[config.mk]
export PLATFORM = sky130hd
export DESIGN_NAME = alu_issue_stage
export DESIGN_NICKNAME = d
export VERILOG_FILES = /design/src/rtl/alu_issue_stage.sv
export SDC_FILE = /design/constraint.sdc
export NUM_CORES = 1
export LEC_CHECK = 0
export BUFFER_PORTS_ARGS = -buffer_cell sky130_fd_sc_hd__buf_2
export CAP_MARGIN = 40
export CELL_PAD_IN_SITES_DETAIL_PLACEMENT = 2
export CELL_PAD_IN_SITES_GLOBAL_PLACEMENT = 2
export CORE_MARGIN = 5
export CORE_UTILIZATION = 28
export CTS_CLUSTER_SIZE = 14
export DETAILED_ROUTE_END_ITERATION = 8
export HOLD_SLACK_MARGIN = 0.15
export PLACE_DENSITY = 0.94
export SLEW_MARGIN = 20
export SYNTH_ARGS = -nofsm -noshare
export SYNTH_HDL_FRONTEND = slang
export SYNTH_SLANG_ARGS = --single-unit
[constraint.sdc]
create_clock -name clk -period 2.8 [get_ports clk]
set_clock_uncertainty 0.1 [all_clocks]
set_input_delay 0.56 -clock clk [delete_from_list [all_inputs] [get_ports clk]]
set_output_delay 0.56 -clock clk [all_outputs]
set_load 0.05 [all_outputs]
[src/rtl/alu_issue_stage.sv]
// RV32I OP/OP-IMM decode and issue stage: one registered output slot feeding the ALU.
// Optional macro ALU_ISSUE_WB_BYPASS_EN adds a writeback bypass onto the operand reads.
module alu_issue_stage #(
    parameter int WIDTH = 32
) (
    input  logic             clk,
    input  logic             rst_n,
    input  logic             flush,
    input  logic             in_valid,
    output logic             in_ready,
    input  logic [31:0]      in_instr,
    output logic [4:0]       rs1_addr,
    output logic [4:0]       rs2_addr,
    input  logic [WIDTH-1:0] rs1_data,
    input  logic [WIDTH-1:0] rs2_data,
`ifdef ALU_ISSUE_WB_BYPASS_EN
    input  logic             wb_valid,
    input  logic [4:0]       wb_rd,
    input  logic [WIDTH-1:0] wb_data,
`endif
    output logic             ex_valid,
    input  logic             ex_ready,
    output logic [2:0]       ex_fn,
    output logic [6:0]       ex_funct7,
    output logic [WIDTH-1:0] ex_a,
    output logic [WIDTH-1:0] ex_b,
    output logic [4:0]       ex_rd,
    output logic             illegal
);

    typedef enum logic [2:0] {
        ADD_SUB = 3'd0,
        SLL     = 3'd1,
        SLT     = 3'd2,
        SLTU    = 3'd3,
        XOR     = 3'd4,
        SRL_SRA = 3'd5,
        OR      = 3'd6,
        AND     = 3'd7
    } ALU_FN_t;

    localparam logic [6:0] OPC_OP    = 7'b0110011;
    localparam logic [6:0] OPC_OPIMM = 7'b0010011;
    localparam logic [6:0] F7_ZERO   = 7'b0000000;
    localparam logic [6:0] F7_ALT    = 7'b0100000;

    logic [6:0] opcode_p0;
    logic [2:0] f3_p0;
    logic [6:0] f7_in_p0;

    logic signed [11:0]      imm_p0;
    logic signed [WIDTH-1:0] imm_sx_p0;
    logic [WIDTH-1:0]        shamt_p0;
    logic [WIDTH-1:0]        rs1v_p0;
    logic [WIDTH-1:0]        rs2v_p0;

    ALU_FN_t          fn_p0;
    logic [6:0]       f7_p0;
    logic [WIDTH-1:0] a_p0;
    logic [WIDTH-1:0] b_p0;
    logic             legal_p0;
    logic             acc_p0;

    logic             vld_p1;
    logic             ill_p1;
    ALU_FN_t          fn_p1;
    logic [6:0]       f7_p1;
    logic [WIDTH-1:0] a_p1;
    logic [WIDTH-1:0] b_p1;
    logic [4:0]       rd_p1;

    // ---- p0: field extraction, operand read, decode ----
    assign opcode_p0 = in_instr[6:0];
    assign f3_p0     = in_instr[14:12];
    assign f7_in_p0  = in_instr[31:25];
    assign rs1_addr  = in_instr[19:15];
    assign rs2_addr  = in_instr[24:20];

    assign imm_p0    = $signed(in_instr[31:20]);
    assign imm_sx_p0 = WIDTH'(imm_p0);
    assign shamt_p0  = WIDTH'(in_instr[24:20]);

    assign in_ready  = !vld_p1 || ex_ready;
    assign acc_p0    = in_valid && in_ready && !flush;

    always_comb begin
        rs1v_p0 = rs1_data;
        rs2v_p0 = rs2_data;
`ifdef ALU_ISSUE_WB_BYPASS_EN
        if (wb_valid && (wb_rd != 5'd0) && (wb_rd == rs1_addr)) rs1v_p0 = wb_data;
        if (wb_valid && (wb_rd != 5'd0) && (wb_rd == rs2_addr)) rs2v_p0 = wb_data;
`endif
        // x0 reads as zero regardless of the register file or any bypass
        if (rs1_addr == 5'd0) rs1v_p0 = '0;
        if (rs2_addr == 5'd0) rs2v_p0 = '0;
    end

    always_comb begin
        fn_p0    = ALU_FN_t'(f3_p0);
        f7_p0    = F7_ZERO;
        a_p0     = rs1v_p0;
        b_p0     = rs2v_p0;
        legal_p0 = 1'b0;
        case (opcode_p0)
            OPC_OP: begin
                f7_p0    = f7_in_p0;
                legal_p0 = (f7_in_p0 == F7_ZERO) ||
                           ((f7_in_p0 == F7_ALT) && ((f3_p0 == 3'b000) || (f3_p0 == 3'b101)));
            end
            OPC_OPIMM: begin
                b_p0     = WIDTH'(imm_sx_p0);
                legal_p0 = 1'b1;
                if (f3_p0 == 3'b001) begin
                    b_p0     = shamt_p0;
                    legal_p0 = (f7_in_p0 == F7_ZERO);
                end else if (f3_p0 == 3'b101) begin
                    b_p0     = shamt_p0;
                    f7_p0    = f7_in_p0;
                    legal_p0 = (f7_in_p0 == F7_ZERO) || (f7_in_p0 == F7_ALT);
                end
            end
            default: legal_p0 = 1'b0;
        endcase
    end

    // ---- p1: output slot ----
    always_ff @(posedge clk or negedge rst_n) begin
        if (!rst_n) begin
            vld_p1 <= 1'b0;
            ill_p1 <= 1'b0;
            fn_p1  <= ADD_SUB;
            f7_p1  <= '0;
            a_p1   <= '0;
            b_p1   <= '0;
            rd_p1  <= '0;
        end else begin
            ill_p1 <= acc_p0 && !legal_p0;
            if (flush) begin
                vld_p1 <= 1'b0;
            end else if (acc_p0 && legal_p0) begin
                vld_p1 <= 1'b1;
                fn_p1  <= fn_p0;
                f7_p1  <= f7_p0;
                a_p1   <= a_p0;
                b_p1   <= b_p0;
                rd_p1  <= in_instr[11:7];
            end else if (ex_ready) begin
                vld_p1 <= 1'b0;
            end
        end
    end

    assign ex_valid  = vld_p1;
    assign illegal   = ill_p1;
    assign ex_fn     = fn_p1;
    assign ex_funct7 = f7_p1;
    assign ex_a      = a_p1;
    assign ex_b      = b_p1;
    assign ex_rd     = rd_p1;

endmodule

==> results of run 1 <==
[worst max-delay path, cell delays in order]
cell and delay, ns:
sky130_fd_sc_hd__buf_2 0.10, sky130_fd_sc_hd__and4bb_2 0.25, sky130_fd_sc_hd__nand3b_1 0.15, sky130_fd_sc_hd__buf_4 0.28, sky130_fd_sc_hd__and2_1 0.70, sky130_fd_sc_hd__a21oi_1 0.20
sky130_fd_sc_hd__mux2i_1 0.20
[kinds of logic after synthesis]
family                    count (synthesis)  share of synthesized area
muxes                                    73                      0.200
and+or+nand+nor                          77                     0.0972
xor gates and xnor gates                  1                    0.00232
AOI/OAI and AO/OA                        37                     0.0541
DFF                                      81                      0.538
buffers and inverters                    91                      0.109
[sequential cells by signal, indices dropped and copies added (netlist names)]
| register | count |
|---|---|
| ex_a | 32 |
| ex_b | 32 |
| ex_funct7 | 7 |
| ex_rd | 5 |
| ex_fn | 3 |
| ex_valid | 1 |
| illegal | 1 |
[per-stage QoR]
step | setup slack, ns | power (mW) | instance area, µm² | cells
2_1_floorplan | 0.674 | 1.54 | 3770 | 360
4_1_cts | 0.431 | 2.97 | 5180 | 722
6_report | 0.501 | 2.92 | 5180 | 722
3_5_place_dp | 0.105 | 1.73 | 4860 | 705
3_3_place_gp | 0.258 | 1.70 | 4840 | 704
5_1_grt | 0.363 | 3.05 | 5180 | 722
[how the worst min path moves through the flow]
stage                             from      endpoint  cells past startpoint
final                            flush      ex_valid                      2
after global routing             flush       illegal                      2
after CTS                        flush      ex_valid                      2
after detailed placement  ex_funct7[1]  ex_funct7[1]                      1
after global placement    ex_funct7[3]  ex_funct7[3]                      1
after floorplan                  rst_n       ex_a[0]                      0
[area by class of cell]
class / instances / area, µm²
inverters: 61 / 229
clock inverters: 4 / 51.3
clock buffers: 12 / 256
multi-input cells: 188 / 1330
well taps: 176 / 220
flip-flops and latches: 81 / 2030
repair buffers: 200 / 1060
fillers: 1516 / 8060
[cell usage in the layout, fill, tap and decap left out, drive strengths merged, types with 2 or more instances in the layout]
cell	instances
a21oi	22
and2	7
buf	199
clkbuf	12
clkinv	2
dfrtp	81
inv	61
mux2	19
mux2i	54
nand2	41
nand2b	2
nand3	13
nor2	5
nor2b	2
nor3	2
o21ai	11
[power by group through the flow]
stage	clock network, mW	logic, mW	registers [mW]
finish	1.22	0.462	1.24
global placement	0	0.443	1.26
CTS	1.26	0.471	1.24
detailed placement	0	0.467	1.26
floorplan	0	0.124	1.41
global route	1.31	0.496	1.24
[layer usage]
metal / vias up / track usage / routed length (µm)
met1: 1630 / 0.177 / 4870
li1: 1509 / - / -
met2: 122 / 0.295 / 6820
met5: - / 0 / 0
met4: 0 / 0.0530 / 165
met3: 13 / 0.0466 / 891
==> flow_metrics.env, run 1 <==
export IMPL_grt_setup_unrepaired="false"
export IMPL_critPathLaunch="in_instr[1]"
export IMPL_globalRoute_totalOverflow=0
export IMPL_antenna_violations_before_repair=0
export IMPL_viasPerCell=4.53
export IMPL_cp_data_required_time_ns=2.95
export IMPL_clock_power_share=0.417
export IMPL_post_cts_setup_buffer_count=0
export IMPL_ys_warn_count=0
export IMPL_synth_area_per_cell_um2=10.5
export IMPL_worstPathArrival_ns=2.45
export IMPL_postSynthNetCount=461
export IMPL_place_gp_congestion=0.805
export IMPL_wire_length_per_cell_um=17.6
export IMPL_postSynth_topFlopCell="sky130_fd_sc_hd__dfrtp_1"
export IMPL_ys_top_cells_by_count="sky130_fd_sc_hd__dfrtp_1 (81), sky130_fd_sc_hd__inv_1 (61), sky130_fd_sc_hd__mux2i_1 (54)"
export IMPL_route_detailed_drc=0
export IMPL_post_route_period_util=0.821
export IMPL_place_detailed_hpwl_um=10000
export IMPL_fin_util=0.391
export IMPL_vdd_ir_drop_max_mv=0.219
export IMPL_p_sw_uw=826
export IMPL_maxClockFrequency_mhz=435
export IMPL_synth_yosys_seq_area_share=0.538
export IMPL_insertedDiodeCount=0
export IMPL_synth_edf_count=0
export IMPL_floorplan_die_area_um2=15900
export IMPL_insertion_delay_ns=0.34
export IMPL_synth_async_reset_ratio=1.00
export IMPL_powerDensity_nw_per_um2=563
export IMPL_p_comb_frac=0.158
export IMPL_crit_reg2reg_launch="ex_valid"
export IMPL_cts_resized_gates=0
export IMPL_hold_slack_ns=0.306
export IMPL_initial_utilization=0.285
export IMPL_grt_max_degree=44
export IMPL_status="finished, final reports clean"
export IMPL_post_synth_top_count_cell="sky130_fd_sc_hd__dfrtp_1"
export IMPL_ys_seq_elements=81
export IMPL_power_report_internal_total_mw=2.09
export IMPL_reg2reg_depth=5
export IMPL_power_switching_fraction=0.283
export IMPL_synth_largest_area_cell="sky130_fd_sc_hd__dfrtp_1"
export IMPL_tritoncts_num_buffers=9
export IMPL_reg2reg_slack_ns=0.99
export IMPL_slew_limit_headroom=0.458
export IMPL_postRouteAntennaNets=0
export IMPL_max_slew_worst_pin_slew_ns=0.813
export IMPL_pin_count=193
export IMPL_grt_pass1_wl_um=20200
export IMPL_pwr_share_seq=0.425
export IMPL_hold_violation_total_from_the_final_report=0
export IMPL_grt_pass1_vias=3795
export IMPL_worst_r2r_endpoint="ex_rd[0]"
export IMPL_tritoncts="yes"
export IMPL_clock_tree_htree_level_count=3
export IMPL_synth_cell_area_um2=3770
export IMPL_critical_path_startpoint_type="primary input"
export IMPL_cts_clk_slew_worst_paths_ns=0.06
export IMPL_cts_sinks=81
export IMPL_drv_cap=0
export IMPL_cts_root_buffer_cell="sky130_fd_sc_hd__clkbuf_16"
export IMPL_chip_height_um=126
export IMPL_cts_hold_buf=1
export IMPL_buffers_added_on_ports=192
export IMPL_area_delta_synth_final_pct=37.4
export IMPL_std_cell_rows=42
export IMPL_floorplan_core_area_um2=13200
export IMPL_cts_path_max_buffers=2
export IMPL_yosysTopAreaCellShare=0.538
export IMPL_worst_hold_path_type="primary input to register"
export IMPL_crit_path_end_kind="register"
export IMPL_nets_final=642
export IMPL_cp_endpoint="ex_b[18]"
export IMPL_postSynthCellCount=360
export IMPL_power_leakage_nw=3.28
export IMPL_period_needed_ns=2.30
export IMPL_ys_types=28
export IMPL_synth_top_cells_by_area="sky130_fd_sc_hd__dfrtp_1 (54%), sky130_fd_sc_hd__mux2i_1 (14%), sky130_fd_sc_hd__inv_1 (6.1%)"
export IMPL_firstDrtPassIters=4
export IMPL_dieWidth_um=126
export IMPL_gr_usage_all_layers=0.161
export IMPL_final_layout_size_suffix_gt1_frac=0.432
export IMPL_setup_tns_final_ns=0
export IMPL_crit_type="primary input to register"
export IMPL_routed_via_count=3274
export IMPL_drt_iter0_drc=73
export IMPL_timing_final_setup_violations=0
export IMPL_wl_um=12700
export IMPL_final_max_slew_violation_count=0
export IMPL_crit_fanout=24
No activity file was read; power rests on OpenSTA's default activity.
==> run 2: changes to the inputs <==
--- a/config.mk
+++ b/config.mk
@@ -5,16 +5,17 @@
 export SDC_FILE = /design/constraint.sdc
 export NUM_CORES = 1
 export LEC_CHECK = 0
+export ABC_AREA = 1
 export BUFFER_PORTS_ARGS = -buffer_cell sky130_fd_sc_hd__buf_2
 export CAP_MARGIN = 40
 export CELL_PAD_IN_SITES_DETAIL_PLACEMENT = 2
 export CELL_PAD_IN_SITES_GLOBAL_PLACEMENT = 2
 export CORE_MARGIN = 5
-export CORE_UTILIZATION = 28
+export CORE_UTILIZATION = 22
 export CTS_CLUSTER_SIZE = 14
 export DETAILED_ROUTE_END_ITERATION = 8
 export HOLD_SLACK_MARGIN = 0.15
-export PLACE_DENSITY = 0.94
+export PLACE_DENSITY = 0.85
 export SLEW_MARGIN = 20
 export SYNTH_ARGS = -nofsm -noshare
 export SYNTH_HDL_FRONTEND = slang
==> constraint.sdc (replaced) <==
create_clock -name clk -period 1.85 [get_ports clk]
set_clock_uncertainty 0.1 [all_clocks]
set_input_delay 0.37 -clock clk [delete_from_list [all_inputs] [get_ports clk]]
set_output_delay 0.37 -clock clk [all_outputs]
set_load 0.05 [all_outputs]
==> run 2 against run 1 <==
Sequential share of layout area is 3.2 points lower. Area after synthesis up 8.0%. Worst hold slack worse by 0.13 ns. First-iteration DRC count increased by 70%. Critical path type is now register to primary output. Critical endpoint is now in_ready. Largest power group unchanged.
==> flow_metrics.env, run 2 <==
export IMPL_grt_setup_unrepaired="false"
export IMPL_place_gp_congestion=0.751
export IMPL_post_synth_top_count_cell="sky130_fd_sc_hd__nand2_1"
export IMPL_pin_count=193
export IMPL_place_worst_setup_slack_ns=-0.0533
export IMPL_power_leakage_nw=3.60
export IMPL_synth_async_reset_ratio=1.00
export IMPL_maxClockFrequency_mhz=567
export IMPL_min_to="ex_rd[2]"
export IMPL_crit_type="register to primary output"
export IMPL_status="finished, final reports clean"
export IMPL_post_route_period_util=0.953
export IMPL_cts_resized_gates=0
export IMPL_powerDensity_nw_per_um2=764
export IMPL_ys_types=20
export IMPL_cts_root_buffer_cell="sky130_fd_sc_hd__clkbuf_16"
export IMPL_route_detailed_drc=0
export IMPL_synth_edf_count=0
export IMPL_synth_yosys_seq_area_share=0.498
export IMPL_viasPerCell=4.48
export IMPL_critical_path_startpoint_type="register"
export IMPL_postSynth_topFlopCell="sky130_fd_sc_hd__dfrtp_1"
export IMPL_fin_cells=961
export IMPL_critPathLaunch="ex_valid"
export IMPL_cpPeakStageDelay_ns=0.34
export IMPL_wire_length_per_cell_um=16.6
export IMPL_nets_final=827
export IMPL_cell_with_the_largest_stage_delay_on_the_worst_path="sky130_fd_sc_hd__dfrtp_1"
export IMPL_insertion_delay_ns=0.33
export IMPL_tritoncts="yes"
export IMPL_ys_top_cells_by_count="sky130_fd_sc_hd__nand2_1 (232), sky130_fd_sc_hd__nand3_1 (106), sky130_fd_sc_hd__dfrtp_1 (81)"
export IMPL_dieWidth_um=146
export IMPL_period_needed_ns=1.76
export IMPL_crit_fanout=2
export IMPL_floorplan_die_area_um2=21300
export IMPL_std_cell_rows=49
export IMPL_finalPower_mw=4.31
export IMPL_firstDrtPassIters=4
export IMPL_multi_input_area_um2=1610
export IMPL_vdd_ir_drop_max_mv=0.380
export IMPL_floorplan_core_area_um2=18100
export IMPL_grt_pass1_vias=4812
export IMPL_most_common_layout_cells="sky130_fd_sc_hd__nand2_1 (231), sky130_fd_sc_hd__buf_2 (191), sky130_fd_sc_hd__nand3_1 (106), sky130_fd_sc_hd__dfrtp_1 (81), sky130_fd_sc_hd__inv_1 (46)"
export IMPL_gr_usage_all_layers=0.151
export IMPL_reg2reg_depth=7
export IMPL_hold_start="in_instr[9]"
export IMPL_timing_final_setup_violations=0
export IMPL_place_detailed_hpwl_um=12000
export IMPL_worst_r2r_endpoint="ex_a[11]"
export IMPL_nFillCells=2145
export IMPL_hold_violation_total_from_the_final_report=0
export IMPL_regArea_um2=2030
export IMPL_buffers_added_on_ports=192
export IMPL_synth_area_per_cell_um2=7.47
export IMPL_reg2reg_slack_ns=0.27
export IMPL_yosysTopAreaCellShare=0.498
export IMPL_synth_top_cells_by_area="sky130_fd_sc_hd__dfrtp_1 (50%), sky130_fd_sc_hd__nand2_1 (21%), sky130_fd_sc_hd__nand3_1 (13%)"
export IMPL_final_layout_size_suffix_gt1_frac=0.320
export IMPL_hold_depth=3
export IMPL_worst_hold_path_type="primary input to register"
export IMPL_cts_sinks=81
export IMPL_placement_cell_area_um2=5320
export IMPL_postRouteAntennaNets=0
export IMPL_routed_via_count=4306
export IMPL_area_delta_synth_final_pct=38.4
export IMPL_synth_largest_area_cell="sky130_fd_sc_hd__dfrtp_1"
export IMPL_cts_clk_slew_worst_paths_ns=0.06
export IMPL_grt_max_degree=46
export IMPL_ys_seq_elements=81
export IMPL_clock_tree_htree_level_count=3
export IMPL_cts_path_max_buffers=2
export IMPL_final_area_um2=5640
export IMPL_crit_reg2reg_launch="ex_valid"
export IMPL_timing_final_ws_setup_ns=0.0875
export IMPL_ys_warn_count=0
export IMPL_globalRoute_totalOverflow=0
export IMPL_postSynthNetCount=646
export IMPL_wl_um=16000
export IMPL_max_slew_worst_pin_slew_ns=0.395
export IMPL_crit_path_end_kind="primary output"
export IMPL_slew_limit_headroom=0.736
export IMPL_layout_cells_most_common="sky130_fd_sc_hd__nand2_1"
export IMPL_cp_data_required_time_ns=1.38
export IMPL_drt_iter0_drc=124
export IMPL_series_of_cell_instances_along_the_critical_path="inv_1 -> nor2_1 -> inv_1 -> buf_2"
export IMPL_timing_critical_path_mode_cell="sky130_fd_sc_hd__inv_1"
export IMPL_chip_height_um=146
export IMPL_drv_cap=0
export IMPL_post_place_cells=940
export IMPL_worstPathArrival_ns=1.29
export IMPL_antenna_violations_before_repair=2
export IMPL_synth_cell_area_um2=4070
export IMPL_tritoncts_num_buffers=9
export IMPL_postSynthCellCount=545
export IMPL_initial_utilization=0.225
export IMPL_hold_slack_ns=0.173
export IMPL_grt_pass1_wl_um=26300
export IMPL_final_max_slew_violation_count=0
-- run 2: worst max-delay path, delay by kind of cell, from the launching register on --
kind | cells | cell delay, ns
simple gates | 1 | 0.23
buf+inv | 3 | 0.40
flops | 1 | 0.34
-- run 2: cell type report --
type | instances | area share
diodes | 1 | 0.000444
clock buffers | 11 | 0.0431
clock inverters | 5 | 0.00555
inverters | 47 | 0.0313
multi-input cells | 372 | 0.286
flip-flops and latches | 81 | 0.360
well taps | 229 | 0.0508
repair buffers | 215 | 0.223
-- run 2: cell families (layout without fill, tap and decap cells) --
kind of cell	Yosys count	after routing	share of synthesized area
AO/OA/AOI/OAI	11	11	0.0178
AND/OR/NAND/NOR	361	361	0.375
other	0	1	0
buffers and inverters	92	278	0.110
flip-flops	81	81	0.498
-- run 2: how the worst max path moves through the flow --
stage	to	slack, ns	cells after the start
floorplan	ex_a[17]	0.14	8
global placement	ex_a[8]	0.06	12
detailed placement	ex_rd[0]	-0.05	12
CTS	in_ready	0.07	4
global route	in_ready	0.03	4
finish	in_ready	0.09	4
-- run 2: repair_timing --
item | in CTS | in global routing
hold endpoints to repair | 22 | 0
hold buffers | 4 | 0
setup buffers | 0 | 0
-- run 2: where the power goes --
group / switching [mW] / internal, mW
clock network: 0.748 / 0.943
logic: 0.529 / 0.222
registers: 0.0346 / 1.83
total: 1.31 / 3.00
-- run 2: per-layer routing --
layer  vias to the layer above  GRT usage  part of all wire
met5                         -          0            0.0021
met4                         4     0.0353             0.011
met3                        16     0.0533             0.077
met2                       133      0.263              0.49
met1                      2109      0.179              0.42
li1                       2044          -                 -
-- run 2: metrics by stage --
stage | utilization | setup TNS [ns]
6_report | 0.312 | 0
5_1_grt | 0.312 | 0
4_1_cts | 0.312 | 0
3_5_place_dp | 0.294 | -0.697
3_3_place_gp | 0.294 | 0
2_1_floorplan | - | 0
==> run 3: changes to the inputs <==
--- a/config.mk
+++ b/config.mk
@@ -11,11 +11,13 @@
 export CELL_PAD_IN_SITES_DETAIL_PLACEMENT = 2
 export CELL_PAD_IN_SITES_GLOBAL_PLACEMENT = 2
 export CORE_MARGIN = 5
-export CORE_UTILIZATION = 22
+export CORE_UTILIZATION = 23
+export CTS_BUF_LIST = sky130_fd_sc_hd__clkbuf_8
 export CTS_CLUSTER_SIZE = 14
 export DETAILED_ROUTE_END_ITERATION = 8
+export GPL_TIMING_DRIVEN = 0
 export HOLD_SLACK_MARGIN = 0.15
-export PLACE_DENSITY = 0.85
+export PLACE_DENSITY = 0.88
 export SLEW_MARGIN = 20
 export SYNTH_ARGS = -nofsm -noshare
 export SYNTH_HDL_FRONTEND = slang
==> run 3 against run 2 <==
Critical path depth unchanged. Non-clock buffer count up 32. Sequential power about the same. Clock power is 13% lower. Wire length rose by 6.3%. Total power shrank 4.6%. Global-route usage rose by 1.6 points. Register-to-register slack worse by 0.09 ns.
==> flow_metrics.env, run 3 (synthesis results as in run 2) <==
export IMPL_status="finished, final reports clean"
export IMPL_power_leakage_nw=3.65
export IMPL_dieWidth_um=143
export IMPL_final_area_um2=5660
export IMPL_route_detailed_drc=0
export IMPL_series_of_cell_instances_along_the_critical_path="inv_1 -> nor2_1 -> inv_1 -> buf_2"
export IMPL_crit_reg2reg_launch="ex_valid"
export IMPL_viasPerCell=4.51
export IMPL_std_cell_rows=48
export IMPL_gr_usage_all_layers=0.167
export IMPL_grt_max_degree=44
export IMPL_placement_cell_area_um2=5360
export IMPL_place_worst_setup_slack_ns=-0.294
export IMPL_critPathLaunch="ex_valid"
export IMPL_place_detailed_hpwl_um=13300
export IMPL_layout_cells_most_common="sky130_fd_sc_hd__nand2_1"
export IMPL_drv_cap=0
export IMPL_floorplan_die_area_um2=20500
export IMPL_cts_path_max_buffers=2
export IMPL_nFillCells=2112
export IMPL_area_delta_synth_final_pct=39.1
export IMPL_cp_endpoint="in_ready"
export IMPL_timing_critical_path_mode_cell="sky130_fd_sc_hd__inv_1"
export IMPL_place_gp_congestion=0.728
export IMPL_worst_hold_path_type="primary input to register"
export IMPL_crit_fanout=2
export IMPL_grt_pass1_wl_um=26500
export IMPL_routed_via_count=4453
export IMPL_critical_path_startpoint_type="register"
export IMPL_cpPeakStageDelay_ns=0.35
export IMPL_globalRoute_totalOverflow=0
export IMPL_floorplan_core_area_um2=17400
export IMPL_cts_root_buffer_cell="sky130_fd_sc_hd__clkbuf_8"
export IMPL_insertion_delay_ns=0.37
export IMPL_clock_tree_htree_level_count=3
export IMPL_chip_height_um=143
export IMPL_crit_path_end_kind="primary output"
export IMPL_max_slew_worst_pin_slew_ns=0.609
export IMPL_hold_start="in_instr[12]"
export IMPL_maxClockFrequency_mhz=569
export IMPL_timing_final_ws_setup_ns=0.0934
export IMPL_worst_r2r_endpoint="ex_a[5]"
export IMPL_most_common_layout_cells="sky130_fd_sc_hd__nand2_1 (232), sky130_fd_sc_hd__buf_2 (200), sky130_fd_sc_hd__nand3_1 (106), sky130_fd_sc_hd__dfrtp_1 (81), sky130_fd_sc_hd__inv_1 (48)"
export IMPL_tritoncts="yes"
export IMPL_worstPathArrival_ns=1.29
export IMPL_tritoncts_num_buffers=9
export IMPL_drt_iter0_drc=139
export IMPL_nets_final=859
export IMPL_timing_final_setup_violations=0
export IMPL_wire_length_per_cell_um=17.2
export IMPL_grt_setup_unrepaired="false"
export IMPL_post_route_period_util=0.950
export IMPL_firstDrtPassIters=4
export IMPL_initial_utilization=0.235
export IMPL_cts_clk_slew_worst_paths_ns=0.09
export IMPL_hold_violation_total_from_the_final_report=0
export IMPL_grt_pass1_vias=4883
export IMPL_postRouteAntennaNets=0
export IMPL_slew_limit_headroom=0.594
export IMPL_cp_data_required_time_ns=1.38
export IMPL_cts_sinks=81
export IMPL_crit_type="register to primary output"
export IMPL_period_needed_ns=1.76
export IMPL_reg2reg_slack_ns=0.18
export IMPL_antenna_violations_before_repair=0
export IMPL_final_layout_size_suffix_gt1_frac=0.322
export IMPL_insertedDiodeCount=0
export IMPL_vdd_ir_drop_max_mv=0.268
export IMPL_buffers_added_on_ports=192
export IMPL_pin_count=193
export IMPL_final_max_slew_violation_count=0
export IMPL_powerDensity_nw_per_um2=726
export IMPL_wl_um=17000
export IMPL_reg2reg_depth=7
export IMPL_cell_with_the_largest_stage_delay_on_the_worst_path="sky130_fd_sc_hd__dfrtp_1"
[run 3: how the worst min path moves through the flow]
stage | to | slack [ns] | depth (start not counted)
after detailed placement | ex_b[5] | 0.30 | 1
after global placement | ex_a[13] | 0.35 | 2
after global routing | ex_fn[0] | 0.17 | 3
after floorplan | ex_a[0] | -0.03 | 0
final | ex_fn[0] | 0.18 | 3
after CTS | ex_valid | 0.16 | 4
[run 3: layout make-up]
class	count	area [µm²]	area share
buffer	45	277	0.0488
clock buffer	10	138	0.0243
clock inverter	5	72.6	0.0128
inverter	47	176	0.0312
multi-input combinational	372	1610	0.284
sequential	81	2030	0.358
tap	225	282	0.0497
timing repair buffer	202	1080	0.191
[run 3: per-stage QoR]
stage	std cells	utilization	setup TNS (ns)	hold slack (ns)	power, mW
after floorplan	545	-	0	-0.0256	2.34
after global placement	962	0.306	-69.87	0.349	2.63
after detailed placement	964	0.309	-17.65	0.304	2.67
after CTS	987	0.325	0	0.157	4.19
after global routing	987	0.326	0	0.170	4.35
final	987	0.326	0	0.181	4.11
[run 3: report_power, final]
group	switching (mW)	internal (mW)
combinational	0.540	0.233
sequential	0.0329	1.83
clock	0.695	0.779
total	1.27	2.84
[run 3: timing repair]
item / 4_1_cts / 5_1_grt
hold buffers: 8 / 0
buffers inserted: 0 / 0
gates resized for setup: 2 / 8
gates cloned: 0 / 0
endpoints found under the setup margin: 16 / 45
endpoints found under the hold margin: 45 / 0
[run 3: layer usage]
metal / track usage / share of wire
met5: 0 / 0
met4: 0.0480 / 0.013
met3: 0.0432 / 0.072
met2: 0.296 / 0.50
met1: 0.200 / 0.41
[run 3: critical path: cells and delay by family, from the launching register on]
kind,cells,cell delay [ns]
flops,1,0.35
buf+inv,3,0.35
simple gates,1,0.22
